[src/rtl/hazard_ctrl.sv]
// Hazard and sequencing controller for a 5-stage F/D/E/M/W pipeline.
// Latency: forwarding selects, stalls and flushes are combinational from the
//   current inputs and FSM state; McBusy/McTimeout are registered.
// Backpressure: freezes F/D (load-use) or F/D/E (multi-cycle unit busy);
//   a flush of a stage always overrides a stall of that stage.
//
// Ports:
//   clk, rst (async, active-low)
//   Rs1D/Rs2D, Rs1E/Rs2E, RdE, ResultSrcE0, RdM/RegWriteM, RdW/RegWriteW : hazard inputs
//   PCSrcE : taken branch/jump in E; McReqE/McDoneE : multi-cycle unit handshake
//   ForwardAE/ForwardBE : 00=RF, 10=ALU_ResultM, 01=ResultW
//   StallF/D/E, FlushD/E/M : pipeline register controls
//   McStartE, McBusy, McTimeout : multi-cycle unit start / busy / sticky watchdog
// Optional macro HAZARD_PERF_CNT_EN adds StallCycles/FlushCycles counters.
module hazard_ctrl #(
    parameter int REG_AW     = 5,
    parameter int MC_TIMEOUT = 64
) (
    input  logic              clk,
    input  logic              rst,
    input  logic [REG_AW-1:0] Rs1D,
    input  logic [REG_AW-1:0] Rs2D,
    input  logic [REG_AW-1:0] Rs1E,
    input  logic [REG_AW-1:0] Rs2E,
    input  logic [REG_AW-1:0] RdE,
    input  logic              ResultSrcE0,
    input  logic [REG_AW-1:0] RdM,
    input  logic              RegWriteM,
    input  logic [REG_AW-1:0] RdW,
    input  logic              RegWriteW,
    input  logic              PCSrcE,
    input  logic              McReqE,
    input  logic              McDoneE,
    output logic [1:0]        ForwardAE,
    output logic [1:0]        ForwardBE,
    output logic              StallF,
    output logic              StallD,
    output logic              StallE,
    output logic              FlushD,
    output logic              FlushE,
    output logic              FlushM,
    output logic              McStartE,
    output logic              McBusy,
    output logic              McTimeout
`ifdef HAZARD_PERF_CNT_EN
    ,
    output logic [31:0]       StallCycles,
    output logic [31:0]       FlushCycles
`endif
);

    typedef enum logic {S_IDLE, S_BUSY} state_t;

    localparam logic [8:0] TIMEOUT_LIM = 9'(MC_TIMEOUT);

    state_t     state_q, state_d;
    logic [7:0] cnt_q, cnt_d;
    logic       to_q, to_d;

    logic       mc_start, mc_stall, timeout_hit;
    logic       lw_stall, lw_eff;
    logic [1:0] fwd_a, fwd_b;
    logic       stall_f, stall_d, stall_e, flush_d, flush_e, flush_m;

    // Forwarding: M has priority over W, x0 never forwarded.
    always_comb begin
        fwd_a = 2'b00;
        fwd_b = 2'b00;
        if (RegWriteM && (RdM != '0) && (RdM == Rs1E))      fwd_a = 2'b10;
        else if (RegWriteW && (RdW != '0) && (RdW == Rs1E)) fwd_a = 2'b01;
        if (RegWriteM && (RdM != '0) && (RdM == Rs2E))      fwd_b = 2'b10;
        else if (RegWriteW && (RdW != '0) && (RdW == Rs2E)) fwd_b = 2'b01;
    end

    // Multi-cycle unit sequencer.
    always_comb begin
        state_d     = state_q;
        cnt_d       = cnt_q;
        to_d        = to_q;
        mc_start    = 1'b0;
        mc_stall    = 1'b0;
        timeout_hit = 1'b0;
        case (state_q)
            S_IDLE: begin
                // A simultaneous branch flush kills the request: no start.
                if (McReqE && !PCSrcE) begin
                    state_d  = S_BUSY;
                    cnt_d    = 8'd0;
                    mc_start = 1'b1;
                    mc_stall = 1'b1;
                end
            end
            S_BUSY: begin
                // cnt_q counts completed BUSY cycles; this cycle is number cnt_q+1.
                timeout_hit = (({1'b0, cnt_q} + 9'd1) == TIMEOUT_LIM);
                cnt_d       = (cnt_q == 8'hFF) ? cnt_q : cnt_q + 8'd1;
                if (McDoneE) begin
                    state_d = S_IDLE;
                end else if (timeout_hit) begin
                    // Release the instruction as if done and remember the abort.
                    state_d = S_IDLE;
                    to_d    = 1'b1;
                end else begin
                    mc_stall = 1'b1;
                end
            end
            default: state_d = S_IDLE;
        endcase
    end

    always_ff @(posedge clk or negedge rst) begin
        if (!rst) begin
            state_q <= S_IDLE;
            cnt_q   <= 8'd0;
            to_q    <= 1'b0;
        end else begin
            state_q <= state_d;
            cnt_q   <= cnt_d;
            to_q    <= to_d;
        end
    end

    // Stall/flush combination. A multi-cycle stall holds E, so it masks the
    // load-use bubble into E.
    always_comb begin
        lw_stall = ResultSrcE0 && (RdE != '0) && ((RdE == Rs1D) || (RdE == Rs2D));
        lw_eff   = lw_stall && !mc_stall;
        flush_d  = PCSrcE;
        flush_e  = PCSrcE || lw_eff;
        flush_m  = mc_stall;
        stall_f  = lw_eff || mc_stall;
        stall_d  = stall_f && !flush_d;
        stall_e  = mc_stall && !flush_e;
    end

    // Reset forces the pipeline into a safe state immediately: no stalls,
    // all stage registers bubbled, no forwarding, no start pulse.
    assign ForwardAE = rst ? fwd_a : 2'b00;
    assign ForwardBE = rst ? fwd_b : 2'b00;
    assign StallF    = rst & stall_f;
    assign StallD    = rst & stall_d;
    assign StallE    = rst & stall_e;
    assign FlushD    = !rst | flush_d;
    assign FlushE    = !rst | flush_e;
    assign FlushM    = !rst | flush_m;
    assign McStartE  = rst & mc_start;
    assign McBusy    = (state_q == S_BUSY);
    assign McTimeout = to_q;

`ifdef HAZARD_PERF_CNT_EN
    logic [31:0] stall_cnt_q, flush_cnt_q;

    always_ff @(posedge clk or negedge rst) begin
        if (!rst) begin
            stall_cnt_q <= 32'd0;
            flush_cnt_q <= 32'd0;
        end else begin
            if (StallF) stall_cnt_q <= stall_cnt_q + 32'd1;
            if (FlushE) flush_cnt_q <= flush_cnt_q + 32'd1;
        end
    end

    assign StallCycles = stall_cnt_q;
    assign FlushCycles = flush_cnt_q;
`endif

endmodule

[config.mk]
export PLATFORM = sky130hd
export DESIGN_NAME = hazard_ctrl
export DESIGN_NICKNAME = d
export VERILOG_FILES = /design/src/rtl/hazard_ctrl.sv
export SDC_FILE = /design/constraint.sdc
export NUM_CORES = 1
export LEC_CHECK = 0
export ABC_AREA = 1
export BUFFER_PORTS_ARGS = -buffer_cell sky130_fd_sc_hd__buf_2
export CORE_MARGIN = 10
export CORE_UTILIZATION = 41
export CTS_BUF_LIST = sky130_fd_sc_hd__clkbuf_2 sky130_fd_sc_hd__clkbuf_4 sky130_fd_sc_hd__clkbuf_8
export CTS_CLUSTER_SIZE = 24
export DETAILED_ROUTE_END_ITERATION = 7
export PLACE_DENSITY_LB_ADDON = 0.2
export SYNTH_ARGS = -nofsm -noshare
export SYNTH_HDL_FRONTEND = slang
export SYNTH_SLANG_ARGS = --single-unit
[constraint.sdc]
create_clock -name clk -period 2.25 [get_ports clk]
set_input_delay 0.45 -clock clk [delete_from_list [all_inputs] [get_ports clk]]
set_output_delay 0.45 -clock clk [all_outputs]
set_load 0.01 [all_outputs]
## Yosys cells after proc, flatten, opt, wreduce, memory -nomap -nowiden

Index checks and enable logic that the tools add are counted.

- Register bits after elaboration: 10
- Word-level logic and storage cells: 62
- Input port bits: 43
- Memories kept: 0
- Memory bits (writable): 0
- Memory bits (read-only): 0
- Output and inout bits: 13
- Bits in latches: 0

- $lt $le $gt $ge: 0
- $mul: 0
- Shifts and indexed selects: 0
- Add/subtract/negate cells: 2
- Multiplexer cells: 14
- Equality and inequality tests: 10
- Divide/modulo/power cells: 0
- Reduce and logical (&&, ||, !) cells: 24
- Bitwise logic cells: 9

Operator list:

| operator | number |
|---|---|
| $eq A5 B5 Y1 | 6 |
| $mux W8 | 2 |
| $pmux W8 S2 | 1 |
| $reduce_bool A5 Y1 | 3 |
| $logic_and A1 B1 Y1 | 12 |
| $add A8 B1 Y9 const B | 1 |
| $eq A9 B7 Y1 const B | 1 |
| $add A8 B1 Y8 const B | 1 |
| $eq A8 B8 Y1 const B | 1 |
| $mux W2 | 4 |
| $mux W1 | 6 |
| $and A1 B1 Y1 | 4 |
| $logic_not A1 Y1 | 4 |
| $ne A2 B2 Y1 const B | 2 |
| $logic_or A1 B1 Y1 | 3 |
| $or A1 B1 Y1 | 3 |
| $reduce_and A3 Y1 | 1 |
| $not A1 Y1 | 2 |
| $pmux W1 S2 | 1 |
| $reduce_and A2 Y1 | 1 |

## Depth between registers and ports, before layout

- Depth after elaboration: 11
- Gate-level depth with buffers: 11
- Mapped depth without buffers: 11

## Worst setup path after synthesis

No wires, ideal clock.

- Path type: register to output
- Start point: register cnt_q[0]
- End point: output port StallE
- Arrival: 1396 ps
- Stages on the path, launching flop included: 10
- Path buffers: 0
- Setup slack: 404 ps
- Required time: 1800 ps
- Path through: dfrtp_1 > ha_1 > nand3_2 > xor2_1 > nor2_2 > nand3_2 > nand2_2 > nand2_2 > inv_2 > nor2_1

- Longest elaborated chain between the ends: 11

RTL lines:

| element | RTL line | source |
|---|---|---|
| from (decl) | 57 | `logic [7:0] cnt_q, cnt_d;` |
| from (signal assigned) | 118 | `cnt_q <= cnt_d;` |
| $add A8 B1 Y9 (*) | 95 | `timeout_hit = (({1'b0, cnt_q} + 9'd1) == TIMEOUT_LIM);` |
| $eq A9 B7 Y1 (*) | 95 |  |
| $mux W1 (*) | 99 | `end else if (timeout_hit) begin` |
| $mux W1 (*) | 97 | `if (McDoneE) begin` |
| $pmux W1 S2 (*) | 83 | `case (state_q)` |
| via flush_m | 63 | `logic stall_f, stall_d, stall_e, flush_d, flush_e, flush_m;` |
| $logic_not A1 Y1 | 127 | `lw_eff = lw_stall && !mc_stall;` |
| $logic_and A1 B1 Y1 | 127 |  |
| $logic_or A1 B1 Y1 | 129 | `flush_e = PCSrcE \|\| lw_eff;` |
| $logic_not A1 Y1 | 133 | `stall_e = mc_stall && !flush_e;` |
| $logic_and A1 B1 Y1 (*) | 133 |  |
| $and A1 B1 Y1 (*) | 142 | `assign StallE = rst & stall_e;` |
| to (decl) | 38 | `output logic StallE,` |

The timed path passes the listed nets; every way through them passes the cells marked *.

## Final worst setup path

Ends and elaborated chain as after synthesis.

==> run metrics <==
Async S/R FF share, synth 100%; CORE AREA 2710 µm²; RSZ-0062 raised after global routing true; largest net degree at the start of global routing 14; Initial Util 41.9%; vias in the first global route 1354; largest family of logic cells by synthesized area simple AND/OR/NAND/NOR gates; CTS tree done; sequential power share 37.7%; post-synth net total 215; Clock Sinks 10; EDFF count, synth 0; layout cell share with drive strength beyond 1 37.6%; Routed WL 3260 µm; wire per inst 12.3 µm; CTS Buffer Depth 2; Post-DP HPWL 2710 µm; compound-gate portion of the synthesized area 10.5%; Max Cap Violations 0; Core Rows 19; met3 Use GR 2.86%; ranking of synthesized cells by area dfrtp_1, nand2_1, xor2_1; total die area 5280 µm²; PD cells 392 nW/µm²; failing checks setup timing; Post-Syn Instances 171; largest area contributor in the netlist dfrtp_1; Comb pwr share 43.1%; grt total ovfl 0; nets@finish 280; register area share after synthesis 22.0%; First DRT Iteration DRCs 51; final std cells w/o fill 265; H-tree depth 1; Total GRT Usage 12.3%; PnR worst setup slack -99.7 ps; FF+latch count, synth 10; Synth top cells by count nand2_1, inv_1, nor2_1; measured slew at the worst slew-check pin 321 ps; YS warnings 0; final-report hold violation count 0; Layout area overhead 38.3%; Mapped Area 1140 µm²; cell leakage power 0.792 nW; critical path data arrival time 1900 ps; Fin Clk Skew 1.54 ps; worst path cell trace buf_6, ha_4, nand3_4, xor2_1, nor2_2, nand3_2, nand2_4, nand2_2, inv_2, nor2_1, buf_2; pins over their slew limit 0; Synth Area in XOR/XNOR 19.2%; kind of cell adding the most delay to the critical path simple AND/OR/NAND/NOR gates; CTS Buf Count 3; critical path fanouts, max 3; net switching power 0.000225 W; RePlAce Congestion 0.911; average size of a mapped cell 6.64 µm²; worst setup path class reg -> out; Antenna diodes 0; dpl cells 258; Power Internal 0.000391 W; crit end category output pin; Post-Synth Simple-Gate Area 38.3%; crit share post-route 104%; Hold Crit Class in -> async; Synth cell types 26; die height 72.6 µm; Primary FF master, synth dfrtp_1; Final ANT Viol Nets 0; adder-cell share of the synthesized area 1.10%; vias per inst 4.75; most frequent cell after synthesis nand2_1; met1 GRT Util 14.9%; Setup Viol. Count Final 5; Reg clk slew, reported paths 60 ps; status complete, but fails checks; portion of netlist area occupied by mux cells 0%; number of buffers and inverters on the critical path 3; peak supply drop 0.347 mV; hold_ws 133 ps; IO buf count 55; # DRC 0; CTS root buf clkbuf_4; fmax 0.426 GHz; Max-slew headroom 78.5%; GR peak layer met2; Ports 56; first-pass GRT wire length 5490 µm; initial antenna violation count 0; Via Count 1258; sw frac 36.6%; worst endpoint required time 1800 ps; startpoint types flip-flop; M2 GR Usage 20.0%; Yosys top cell area share 22.0%; Detailed Routing Iterations Pass 1 4; Worst-Skew Late Latency 260 ps; Crit-path slowest cell dfrtp_1; Final min period 2350 ps; DIE WIDTH 72.6 µm; Clk network pwr share 19.2%; max incr delay on CP 390 ps; Worst R2R Setup Slack 590 ps
==> kinds of logic (layout without fill, tap and decap cells) <==
group	count (synthesis)	count (layout)
compound gates	19	19
xor+xnor	24	24
fa+ha+maj	1	1
buf+inv	27	90
flops	10	10
simple gates	90	90
==> power groups by stage <==
stage | combinational (W) | clock, W | sequential [W]
after floorplan | 0.000128 | 0 | 0.000226
final | 0.000265 | 0.000118 | 0.000232
after CTS | 0.000235 | 0.000121 | 0.000224
after global routing | 0.000301 | 0.000133 | 0.000235
after detailed placement | 0.000219 | 0 | 0.000231
after global placement | 0.000219 | 0 | 0.000230
==> layout make-up <==
class                      count  area [µm²]
clock buffer                   3        22.5
fill                         279        1140
inverter                      27         101
multi-input combinational    134         827
sequential                    10         253
tap                           31        38.8
timing repair buffer          60         329
==> cells in the final DEF, fill, tap and decap left out, types with 2 or more instances in the layout <==
cell,instances
buf_2,53
nand2_1,31
inv_1,26
nor2_1,20
nand3_1,14
xor2_1,12
xnor2_1,11
dfrtp_1,8
a21oi_1,5
nand2_2,5
o21ai_0,4
nand4_1,4
nor2_2,4
buf_4,4
o22ai_1,3
nand3_2,3
o21ai_1,3
clkbuf_4,3
buf_6,3
nor4_1,2
nand3_4,2
nor2_4,2
dfrtp_2,2
==> sequential cells by signal, indices dropped and copies added (netlist names) <==
register and count:
McTimeout 1, cnt_q 8, McBusy 1
==> path summary, 6_finish.rpt <==
path,start,end,cells past startpoint
max,cnt_q[0],StallE,11
max in group asynchronous,rst,cnt_q[3],2
min,rst,cnt_q[4],2
min in group clk,McTimeout,McTimeout,2
min reg2reg,McTimeout,McTimeout,2
max reg2reg,cnt_q[0],cnt_q[1],10
==> what timing repair did <==
item / in CTS / in global routing
endpoints found under the hold margin: 0 / 0
gates resized for setup: 1 / 12
endpoints found under the setup margin: 5 / 5
hold buffers: 0 / 0
pin swaps: 0 / 6
buffers inserted: 1 / 3
==> per-layer routing <==
metal / share of wire, % / vias to the layer above / wire length, µm
met5: 0 / - / 0
met4: 1.6 / 0 / 51
met3: 5.8 / 5 / 189
met2: 48 / 36 / 1560
met1: 45 / 543 / 1460
li1: - / 674 / -
==> stage by stage <==
stage          setup slack, ps  setup TNS [ps]  cell area, µm²  total power (W)  utilization, %
2_1_floorplan              404               0            1140         0.000354               -
3_3_place_gp               264               0            1460         0.000449            53.8
3_5_place_dp               226               0            1460         0.000450            53.8
4_1_cts                   11.9               0            1490         0.000581            55.0
5_1_grt                   -228            -935            1570         0.000669            58.0
6_report                 -99.7            -358            1570         0.000616            58.0
Note: power is estimated with default switching activity, not from simulation.
